[config.mk]
export PLATFORM = sky130hd
export DESIGN_NAME = ps2_tx_flat
export DESIGN_NICKNAME = d
export VERILOG_FILES = /design/src/rtl/ps2_pkg.sv /design/src/rtl/ps2_tx_if.sv /design/src/rtl/ps2_timer.sv /design/src/rtl/ps2_tx.sv /design/src/flat_wrapper.sv
export SDC_FILE = /design/constraint.sdc
export NUM_CORES = 1
export LEC_CHECK = 0
export CORE_UTILIZATION = 41
export CTS_BUF_LIST = sky130_fd_sc_hd__clkbuf_4
export DETAILED_ROUTE_END_ITERATION = 8
export SLEW_MARGIN = 10
export SYNTH_ARGS = -nofsm -noshare
export SYNTH_HDL_FRONTEND = slang
export SYNTH_SLANG_ARGS = --single-unit
[constraint.sdc]
create_clock -name clk -period 6.1 [get_ports clk]
set_input_delay 1.525 -clock clk [delete_from_list [all_inputs] [get_ports clk]]
set_output_delay 1.525 -clock clk [all_outputs]
set_load 0.01 [all_outputs]
[src/rtl/ps2_pkg.sv]
// ps2_pkg: shared PS/2 host definitions (tx FSM encoding, command bytes, parity helper).
package ps2_pkg;
    typedef logic [2:0] tx_state_t;
    localparam tx_state_t TX_IDLE    = 3'd0;
    localparam tx_state_t TX_INHIBIT = 3'd1;
    localparam tx_state_t TX_START   = 3'd2;
    localparam tx_state_t TX_REQ     = 3'd3;
    localparam tx_state_t TX_DATA    = 3'd4;
    localparam tx_state_t TX_PARITY  = 3'd5;
    localparam tx_state_t TX_STOP    = 3'd6;
    localparam logic [7:0] CMD_RESET            = 8'hFF;
    localparam logic [7:0] CMD_ENABLE_REPORTING = 8'hF4;
    localparam logic [7:0] ACK_BYTE             = 8'hFA;
    function automatic logic odd_parity(input logic [7:0] d);
        return ~^d;
    endfunction
endpackage

[src/rtl/ps2_tx_if.sv]
// ps2_tx_if: host-side command handshake of the PS/2 transmitter.
interface ps2_tx_if;
    logic       tx_start;
    logic [7:0] tx_data;
    logic       tx_ready;
    logic       tx_busy;
    logic       tx_done;
    logic       tx_err;
    modport master (output tx_start, tx_data, input tx_ready, tx_busy, tx_done, tx_err);
    modport slave  (input tx_start, tx_data, output tx_ready, tx_busy, tx_done, tx_err);
endinterface

[src/rtl/ps2_timer.sv]
// ps2_timer: loadable down-counter that stops at zero and flags it.
module ps2_timer #(
    parameter int W = 20
) (
    input  logic         clk,
    input  logic         rst,
    input  logic         load_i,
    input  logic         dec_i,
    input  logic [W-1:0] val_i,
    output logic         zero_o
);
    logic [W-1:0] cnt_q;
    always_ff @(posedge clk or posedge rst) begin
        if (rst) cnt_q <= '0;
        else if (load_i) cnt_q <= val_i;
        else if (dec_i && cnt_q != '0) cnt_q <= cnt_q - 1'b1;
    end
    assign zero_o = cnt_q == '0;
endmodule

[src/rtl/ps2_tx.sv]
// ps2_tx: PS/2 host-to-device byte transmitter (inhibit, request, 11-bit frame, ACK check).
module ps2_tx
    import ps2_pkg::*;
#(
    parameter int INHIBIT_CYCLES = 5000,
    parameter int TIMEOUT_CYCLES = 750000
) (
    input  logic        clk,
    input  logic        rst,
    input  logic        ps2_clk_negedge,
    input  logic        ps2_data,
    ps2_tx_if.slave     host,
    output logic        ps2_clk_oe,
    output logic        ps2_data_oe
);
    localparam int MAXC = INHIBIT_CYCLES > TIMEOUT_CYCLES ? INHIBIT_CYCLES : TIMEOUT_CYCLES;
    localparam int TW = $clog2(MAXC + 1);
    // Load values chosen so the zero flag is seen exactly INHIBIT_CYCLES cycles after tx_start,
    // and tx_err becomes visible exactly TIMEOUT_CYCLES cycles after the last negedge.
    localparam logic [TW-1:0] INH_LOAD = TW'(INHIBIT_CYCLES - 1);
    localparam logic [TW-1:0] TO_LOAD  = TW'(TIMEOUT_CYCLES - 2);
    tx_state_t   state_q, state_d;
    logic [7:0]  data_q, data_d;
    logic        par_q, par_d;
    logic [3:0]  cnt_q, cnt_d;
    logic        clk_oe_q, clk_oe_d, data_oe_q, data_oe_d;
    logic        done_q, done_d, err_q, err_d, ready_q, busy_q;
    logic        tmr_load, tmr_dec, tmr_zero;
    logic [TW-1:0] tmr_val;
    ps2_timer #(.W(TW)) u_timer (
        .clk(clk), .rst(rst), .load_i(tmr_load), .dec_i(tmr_dec), .val_i(tmr_val), .zero_o(tmr_zero)
    );
    always_comb begin
        state_d   = state_q;
        data_d    = data_q;
        par_d     = par_q;
        cnt_d     = cnt_q;
        clk_oe_d  = clk_oe_q;
        data_oe_d = data_oe_q;
        done_d    = 1'b0;
        err_d     = 1'b0;
        tmr_load  = 1'b0;
        tmr_dec   = 1'b0;
        tmr_val   = TO_LOAD;
        case (state_q)
            TX_IDLE: if (host.tx_start) begin
                state_d   = TX_INHIBIT;
                data_d    = host.tx_data;
                par_d     = odd_parity(host.tx_data);
                cnt_d     = 4'd0;
                clk_oe_d  = 1'b1;
                data_oe_d = 1'b0;
                tmr_load  = 1'b1;
                tmr_val   = INH_LOAD;
            end
            TX_INHIBIT: if (tmr_zero) begin
                state_d   = TX_START;
                data_oe_d = 1'b1;
            end else tmr_dec = 1'b1;
            TX_START: begin
                state_d  = TX_REQ;
                clk_oe_d = 1'b0;
                tmr_load = 1'b1;
            end
            default: if (ps2_clk_negedge) begin
                tmr_load = 1'b1;
                case (state_q)
                    TX_REQ: begin
                        data_oe_d = ~data_q[0];
                        cnt_d     = 4'd1;
                        state_d   = TX_DATA;
                    end
                    TX_DATA: if (cnt_q == 4'd8) begin
                        data_oe_d = ~par_q;
                        state_d   = TX_PARITY;
                    end else begin
                        data_oe_d = ~data_q[cnt_q[2:0]];
                        cnt_d     = cnt_q + 4'd1;
                    end
                    TX_PARITY: begin
                        data_oe_d = 1'b0;
                        state_d   = TX_STOP;
                    end
                    default: begin
                        state_d = TX_IDLE;
                        done_d  = ~ps2_data;
                        err_d   = ps2_data;
                    end
                endcase
            end else if (tmr_zero) begin
                state_d   = TX_IDLE;
                clk_oe_d  = 1'b0;
                data_oe_d = 1'b0;
                err_d     = 1'b1;
            end else tmr_dec = 1'b1;
        endcase
    end
    always_ff @(posedge clk or posedge rst) begin
        if (rst) begin
            state_q   <= TX_IDLE;
            data_q    <= '0;
            par_q     <= 1'b0;
            cnt_q     <= '0;
            clk_oe_q  <= 1'b0;
            data_oe_q <= 1'b0;
            done_q    <= 1'b0;
            err_q     <= 1'b0;
            ready_q   <= 1'b1;
            busy_q    <= 1'b0;
        end else begin
            state_q   <= state_d;
            data_q    <= data_d;
            par_q     <= par_d;
            cnt_q     <= cnt_d;
            clk_oe_q  <= clk_oe_d;
            data_oe_q <= data_oe_d;
            done_q    <= done_d;
            err_q     <= err_d;
            ready_q   <= state_d == TX_IDLE;
            busy_q    <= state_d != TX_IDLE;
        end
    end
    assign ps2_clk_oe    = clk_oe_q;
    assign ps2_data_oe   = data_oe_q;
    assign host.tx_ready = ready_q;
    assign host.tx_busy  = busy_q;
    assign host.tx_done  = done_q;
    assign host.tx_err   = err_q;
endmodule
[src/flat_wrapper.sv]
// flat-port wrapper written by rule: the top's interface ports become plain ports
module ps2_tx_flat import ps2_pkg::*;
#(
    parameter int INHIBIT_CYCLES = 5000,
    parameter int TIMEOUT_CYCLES = 750000
)
  (clk, rst, ps2_clk_negedge, ps2_data, ps2_clk_oe, ps2_data_oe, host_tx_start, host_tx_data, host_tx_ready, host_tx_busy, host_tx_done, host_tx_err);
  ps2_tx_if host_i ();
  input  logic clk;
  input  logic rst;
  input  logic ps2_clk_negedge;
  input  logic ps2_data;
  output logic ps2_clk_oe;
  output logic ps2_data_oe;
  input wire logic [$bits(host_i.tx_start)-1:0] host_tx_start;
  input wire logic [$bits(host_i.tx_data)-1:0] host_tx_data;
  output wire logic [$bits(host_i.tx_ready)-1:0] host_tx_ready;
  output wire logic [$bits(host_i.tx_busy)-1:0] host_tx_busy;
  output wire logic [$bits(host_i.tx_done)-1:0] host_tx_done;
  output wire logic [$bits(host_i.tx_err)-1:0] host_tx_err;
  assign host_i.tx_start = host_tx_start;
  assign host_i.tx_data = host_tx_data;
  assign host_tx_ready = host_i.tx_ready;
  assign host_tx_busy = host_i.tx_busy;
  assign host_tx_done = host_i.tx_done;
  assign host_tx_err = host_i.tx_err;
  ps2_tx #(.INHIBIT_CYCLES(INHIBIT_CYCLES), .TIMEOUT_CYCLES(TIMEOUT_CYCLES)) u_core (.clk(clk), .rst(rst), .ps2_clk_negedge(ps2_clk_negedge), .ps2_data(ps2_data), .host(host_i), .ps2_clk_oe(ps2_clk_oe), .ps2_data_oe(ps2_data_oe));
endmodule
== Yosys cells after proc, flatten, opt, wreduce, memory -nomap -nowiden ==
Index checks and enable logic that the tools add are counted.

* Bits in registers: 42
* Input bits: 13
* Output and inout bits: 6
* Word-level logic and storage cells: 93

* Add/sub/neg operators: 2
* $lt $le $gt $ge: 1
* Equal/unequal tests: 11
* Mux-type cells: 41
* Bitwise operators: 7
* Reductions and logical operators: 20

{| class="wikitable"
|+ Operators by type and width
! kind !! number
|-
| 20-bit two-way mux || 4
|-
| 20-bit zero test || 1
|-
| 20-bit nonzero test || 1
|-
| 20-bit by 1-bit subtractor with 20-bit output (second input constant) || 1
|-
| 1-bit two-way mux || 19
|-
| 3-bit case mux with 3 select lines || 2
|-
| 4-bit case mux with 2 select lines || 2
|-
| 3-bit two-way mux || 5
|-
| 4-bit two-way mux || 3
|-
| 1-bit case mux with 3 select lines || 4
|-
| 3-bit nonzero test || 4
|-
| 5-bit AND reduction || 2
|-
| 8-bit XNOR reduction || 1
|-
| 1-bit inverter || 7
|-
| 3-bit by 2-bit equality test with 1-bit output (second input constant) || 2
|-
| 3-bit equality test (second input constant) || 2
|-
| 3-bit zero test || 2
|-
| 6-bit by 1-bit inequality test with 1-bit output (second input constant) || 1
|-
| 3-bit OR reduction || 2
|-
| 4-bit by 1-bit adder with 4-bit output (second input constant) || 1
|-
| 4-bit equality test (second input constant) || 1
|-
| 3-bit by 4-bit less-than comparator with 1-bit output (second input constant) || 1
|-
| 4-bit AND reduction || 1
|-
| 2-bit nonzero test || 2
|-
| other kinds (10) || 11
|}

== Longest topological paths before layout ==
* Depth after elaboration: 7
* Depth in mapped cells: 8
* Gate-level depth less buffers: 7

== By module ==
From an unflattened synthesis, not the netlist that was laid out.

* Cells, all modules: 264
* Area, all modules: 2555.0 µm²

{| class="wikitable"
|+ Modules (own cells, without submodules)
! module !! instances !! cells an instance !! area each (µm²) !! sequential area each (µm²)
|-
| ps2_tx || 1 || 126 || 1291.2 || 551.8
|-
| ps2_timer || 1 || 138 || 1263.7 || 500.5
|}

== Worst setup path before layout ==
No wires, ideal clock.

* Path type: input -> register
* From: input ps2_clk_negedge
* To: register u_core.u_timer.cnt_q[16]
* Setup time: 155 ps
* Arrival time: 2710 ps
* Required time: 5945 ps
* Setup slack: 3235 ps
* Stages: 7
* Buffers on the path: 2
* Cell sequence: clkbuf_1 -> nand2_1 -> o21a_1 -> and2_1 -> clkbuf_1 -> o311ai_0 -> o311ai_0

* Longest elaborated chain between the ends: 4
* Elaborated cells on any way between the ends: 7
* Those cells by class: mux: 5; reduce/logical: 2

{| class="wikitable"
|+ Ends and longest elaborated chain
! item !! RTL line !! RTL
|-
| start, declared || flat_wrapper.sv:11 || <nowiki>input logic ps2_clk_negedge;</nowiki>
|-
| 1-bit two-way mux || ps2_tx.sv:65 || <nowiki>default: if (ps2_clk_negedge) begin</nowiki>
|-
| 1-bit case mux with 2 select lines || ps2_tx.sv:45 || <nowiki>case (state_q)</nowiki>
|-
| 1-bit logical AND || ps2_timer.sv:16 || <nowiki>else if (dec_i && cnt_q != '0) cnt_q <= cnt_q - 1'b1;</nowiki>
|-
| 2-bit nonzero test (no source line) || - ||
|-
| end signal, assigned || ps2_timer.sv:15 || <nowiki>else if (load_i) cnt_q <= val_i;</nowiki>
|-
| end signal, assigned || ps2_timer.sv:16 ||
|-
| end, declared || ps2_timer.sv:12 || <nowiki>logic [W-1:0] cnt_q;</nowiki>
|}

Parallel ways exist; a longest one is shown, timed or not.
A chain may end at the register's enable or synchronous reset.

== Final worst setup path ==
* From: input ps2_clk_negedge
* To: register u_core.u_timer.cnt_q[10]

The elaborated chain is that of the path after synthesis.

==> impl_metrics.toml <==
[outcome]
outcome = "complete, no violations"

[finish]
drive_gt1_share_pct = 12.3
area_growth_pct = 15.0
fillers = 518
nNetsFinal = 267
n_antenna_cell = 0
multi_input_area_mm2 = 0.00121
seq_area_mm2 = 0.00105
finish.utilization_pct = 48.8

[clocking]
cts_tree = "done"
ctsHoldBuffers = 0
cts.sinks = 42
clk_latency_ns = 0.35
cts_setup_buffers = 0
clockBufferDepth = 2
clkTransAtPathRegs_ns = 0.13
numCtsBuffers = 5
root_buffer = "clkbuf_4"
cts.repair.resized = 0
h-tree-depth = 2

[global_routing]
grt_pass1_vias = 1733
gr-total-overflow = 0
grt_max_degree = 43
grt_pass1_wl_um = 8300
antenna_found_initial = 0
globalRouteTotalUtil_pct = 17.6

[yosys]
syn-num-nets = 248
ys_seq_elements = 42
avgSynthCellArea_um2 = 10.0
synthTopCellsByArea = "dfrtp_1 44%, mux2_2 4.4%, o21ai_0 3.9%, xnor2_1 3.4%, nor3_1 2.8%"
synth.distinct_cells = 50
async_flop_share_pct = 100
synth_top_area_share_pct = 44.2
synth_flop_cell = "dfrtp_1"
ys_seq_area_share_pct = 45.3
synth_edf_count = 0
syn_area_mm2 = 0.00232
yosys.cell_count.top_type = "dfrtp_1"
synthTopCellsByCount = "41 x dfrtp_1, 18 x o21ai_0, 16 x nand2_1, 15 x nor2_1, 13 x nor3_1"
yosysWarnings = 0
yosys.area.top_type = "dfrtp_1"
netlist_instances = 232

[die]
coreArea_mm2 = 0.00547
die_area_mm2 = 0.00597
rows = 27
fp.dieH_um = 77.2
ioPinCount = 19
die_w_um = 77.2
initial_core_util_pct = 42.4

[detailed_routing]
viasPerCell = 5.70
firstDrtPassIters = 4
ant_nets = 0
dr.first_iter.drc_count = 166
post_drt_wl_per_cell_um = 14.6
num_vias = 1848
drcViolationCount = 0
routed_wirelength_um = 4720

[critical_path]
start_kind = "input port"
r2r-end = "u_core.u_timer.cnt_q[16]$_DFFE_PP0P_"
worstReg2RegStart = "u_core.u_timer.cnt_q[9]$_DFFE_PP0P_"
slowest_stage = "clkdlybuf4s50_1"
endpoint_kind = "flop"
required_ns = 6.37
crit_arrival_ns = 3.68
rr_worst_depth = 5
r2r_setup_slack_ns = 3.34
critPathMaxFanout = 11
crit_chain = "clkdlybuf4s50_1 -> o21a_1 -> nor4_1 -> o31ai_1 -> or4_1 -> a21oi_1"
worstSetupPathType = "in -> reg"
critPathMaxStageDelay_ns = 0.63

[power_and_ir_drop]
leakage_nw = 1.01
vdd.ir_drop.worst_uv = 178
powerDensity_mw_per_mm2 = 386
fin_total_pwr_mw = 1.03

[sta]
hold_violations = 0
fin_setup_tns_ns = 0
period_minus_slack_ns = 3.41
rsz0062_at_grt = "no"
maxSlewViolCount = 0
tightestPinTransition_ns = 0.869
fin_crit_sh_pct = 55.9
max-slew-margin-rel_pct = 41.5
finClkSkew_ns = 0.0135
fmax_mhz = 293
setup_viol = 0

[min_path]
hold_path_class = "reg -> reg"
hold_depth = 1
min_to = "u_core.ps2_clk_oe$_DFFE_PP0P_"
hp-start = "u_core.ps2_clk_oe$_DFFE_PP0P_"

[placed_design]
place.gp.congestion = 0.739
dp_hpwl_um = 3320
numPortBuffers = 18

[job]
drv_cap = 0
-- how the worst max path moves through the flow --
stage	start	endpoint	cells past startpoint
after global routing	ps2_clk_negedge	u_core.u_timer.cnt_q[10]$_DFFE_PP0P_	6
after floorplan	ps2_clk_negedge	u_core.u_timer.cnt_q[16]$_DFFE_PP0P_	7
after global placement	ps2_clk_negedge	u_core.u_timer.cnt_q[10]$_DFFE_PP0P_	6
final	ps2_clk_negedge	u_core.u_timer.cnt_q[10]$_DFFE_PP0P_	6
after CTS	ps2_clk_negedge	u_core.u_timer.cnt_q[10]$_DFFE_PP0P_	6
after detailed placement	ps2_clk_negedge	u_core.u_timer.cnt_q[10]$_DFFE_PP0P_	6
-- cell families (layout without fill, tap and decap cells) --
| group | Yosys count | in the layout | share of synthesized area (%) |
|---|---|---|---|
| simple gates | 82 | 82 | 19.1 |
| compound gates | 64 | 64 | 18.7 |
| flops | 42 | 42 | 45.3 |
| xor+xnor | 14 | 14 | 5.28 |
| buf+inv | 14 | 34 | 2.59 |
| mux | 13 | 13 | 7.39 |
| fa+ha+maj | 3 | 3 | 1.62 |
-- area by class of cell --
| type | instances | area share, % |
|---|---|---|
| clock buffer | 5 | 1.41 |
| clock inverter | 3 | 2.39 |
| inverter | 6 | 0.843 |
| multi-input combinational | 176 | 45.3 |
| sequential | 42 | 39.4 |
| tap | 72 | 3.37 |
| timing repair buffer | 20 | 7.31 |
-- power breakdown --
part | total, mW | switching, mW | internal [mW]
clock | 0.219 | 0.0931 | 0.126
combinational | 0.343 | 0.163 | 0.180
sequential | 0.469 | 0.0922 | 0.377
total | 1.03 | 0.348 | 0.682
-- cells in the final DEF (no fill, tap or decap), drive strengths merged, types with 8 or more instances in the layout --
| cell type | n |
|---|---|
| a21oi | 8 |
| nor2 | 15 |
| dfrtp | 41 |
| xnor2 | 9 |
| o21ai | 19 |
| nor3 | 13 |
| or3 | 8 |
| clkdlybuf4s50 | 18 |
| nand2 | 16 |
| mux2 | 10 |
-- per-stage QoR --
| step | cell area [um^2] | worst slack [ns] | std cells | hold slack, ns |
|---|---|---|---|---|
| 3_5_place_dp | 2570 | 2.33 | 316 | 0.468 |
| 5_1_grt | 2670 | 2.47 | 324 | 0.521 |
| 3_3_place_gp | 2570 | 2.39 | 316 | 0.469 |
| 6_report | 2670 | 2.69 | 324 | 0.502 |
| 4_1_cts | 2670 | 2.70 | 324 | 0.504 |
| 2_1_floorplan | 2320 | 3.24 | 232 | 0.475 |
-- flip-flops by register name (all words and copies together), names as in the netlist --
signal / count
u_core.par_q: 1
u_core.host.tx_ready: 1
u_core.state_q: 3
u_core.data_q: 8
u_core.ps2_data_oe: 1
u_core.ps2_clk_oe: 1
u_core.host.tx_done: 1
u_core.cnt_q: 4
u_core.host.tx_err: 1
u_core.host.tx_busy: 1
u_core.u_timer.cnt_q: 20
-- metal layers --
layer	vias up	GRT usage, %	part of all wire (%)	wire length, um
li1	909	-	-	-
met1	906	24.5	48	2290
met2	28	27.6	48	2260
met3	5	3.57	2.7	128
met4	0	5.28	0.85	40
met5	-	0	0	0
-- worst max-delay path: cells and delay by family --
family | cells | cell delay (ns)
AOI/OAI and AO/OA | 3 | 0.72
buffers and inverters | 1 | 0.63
and+or+nand+nor | 2 | 0.79
Power figures use the tool's default switching activity.
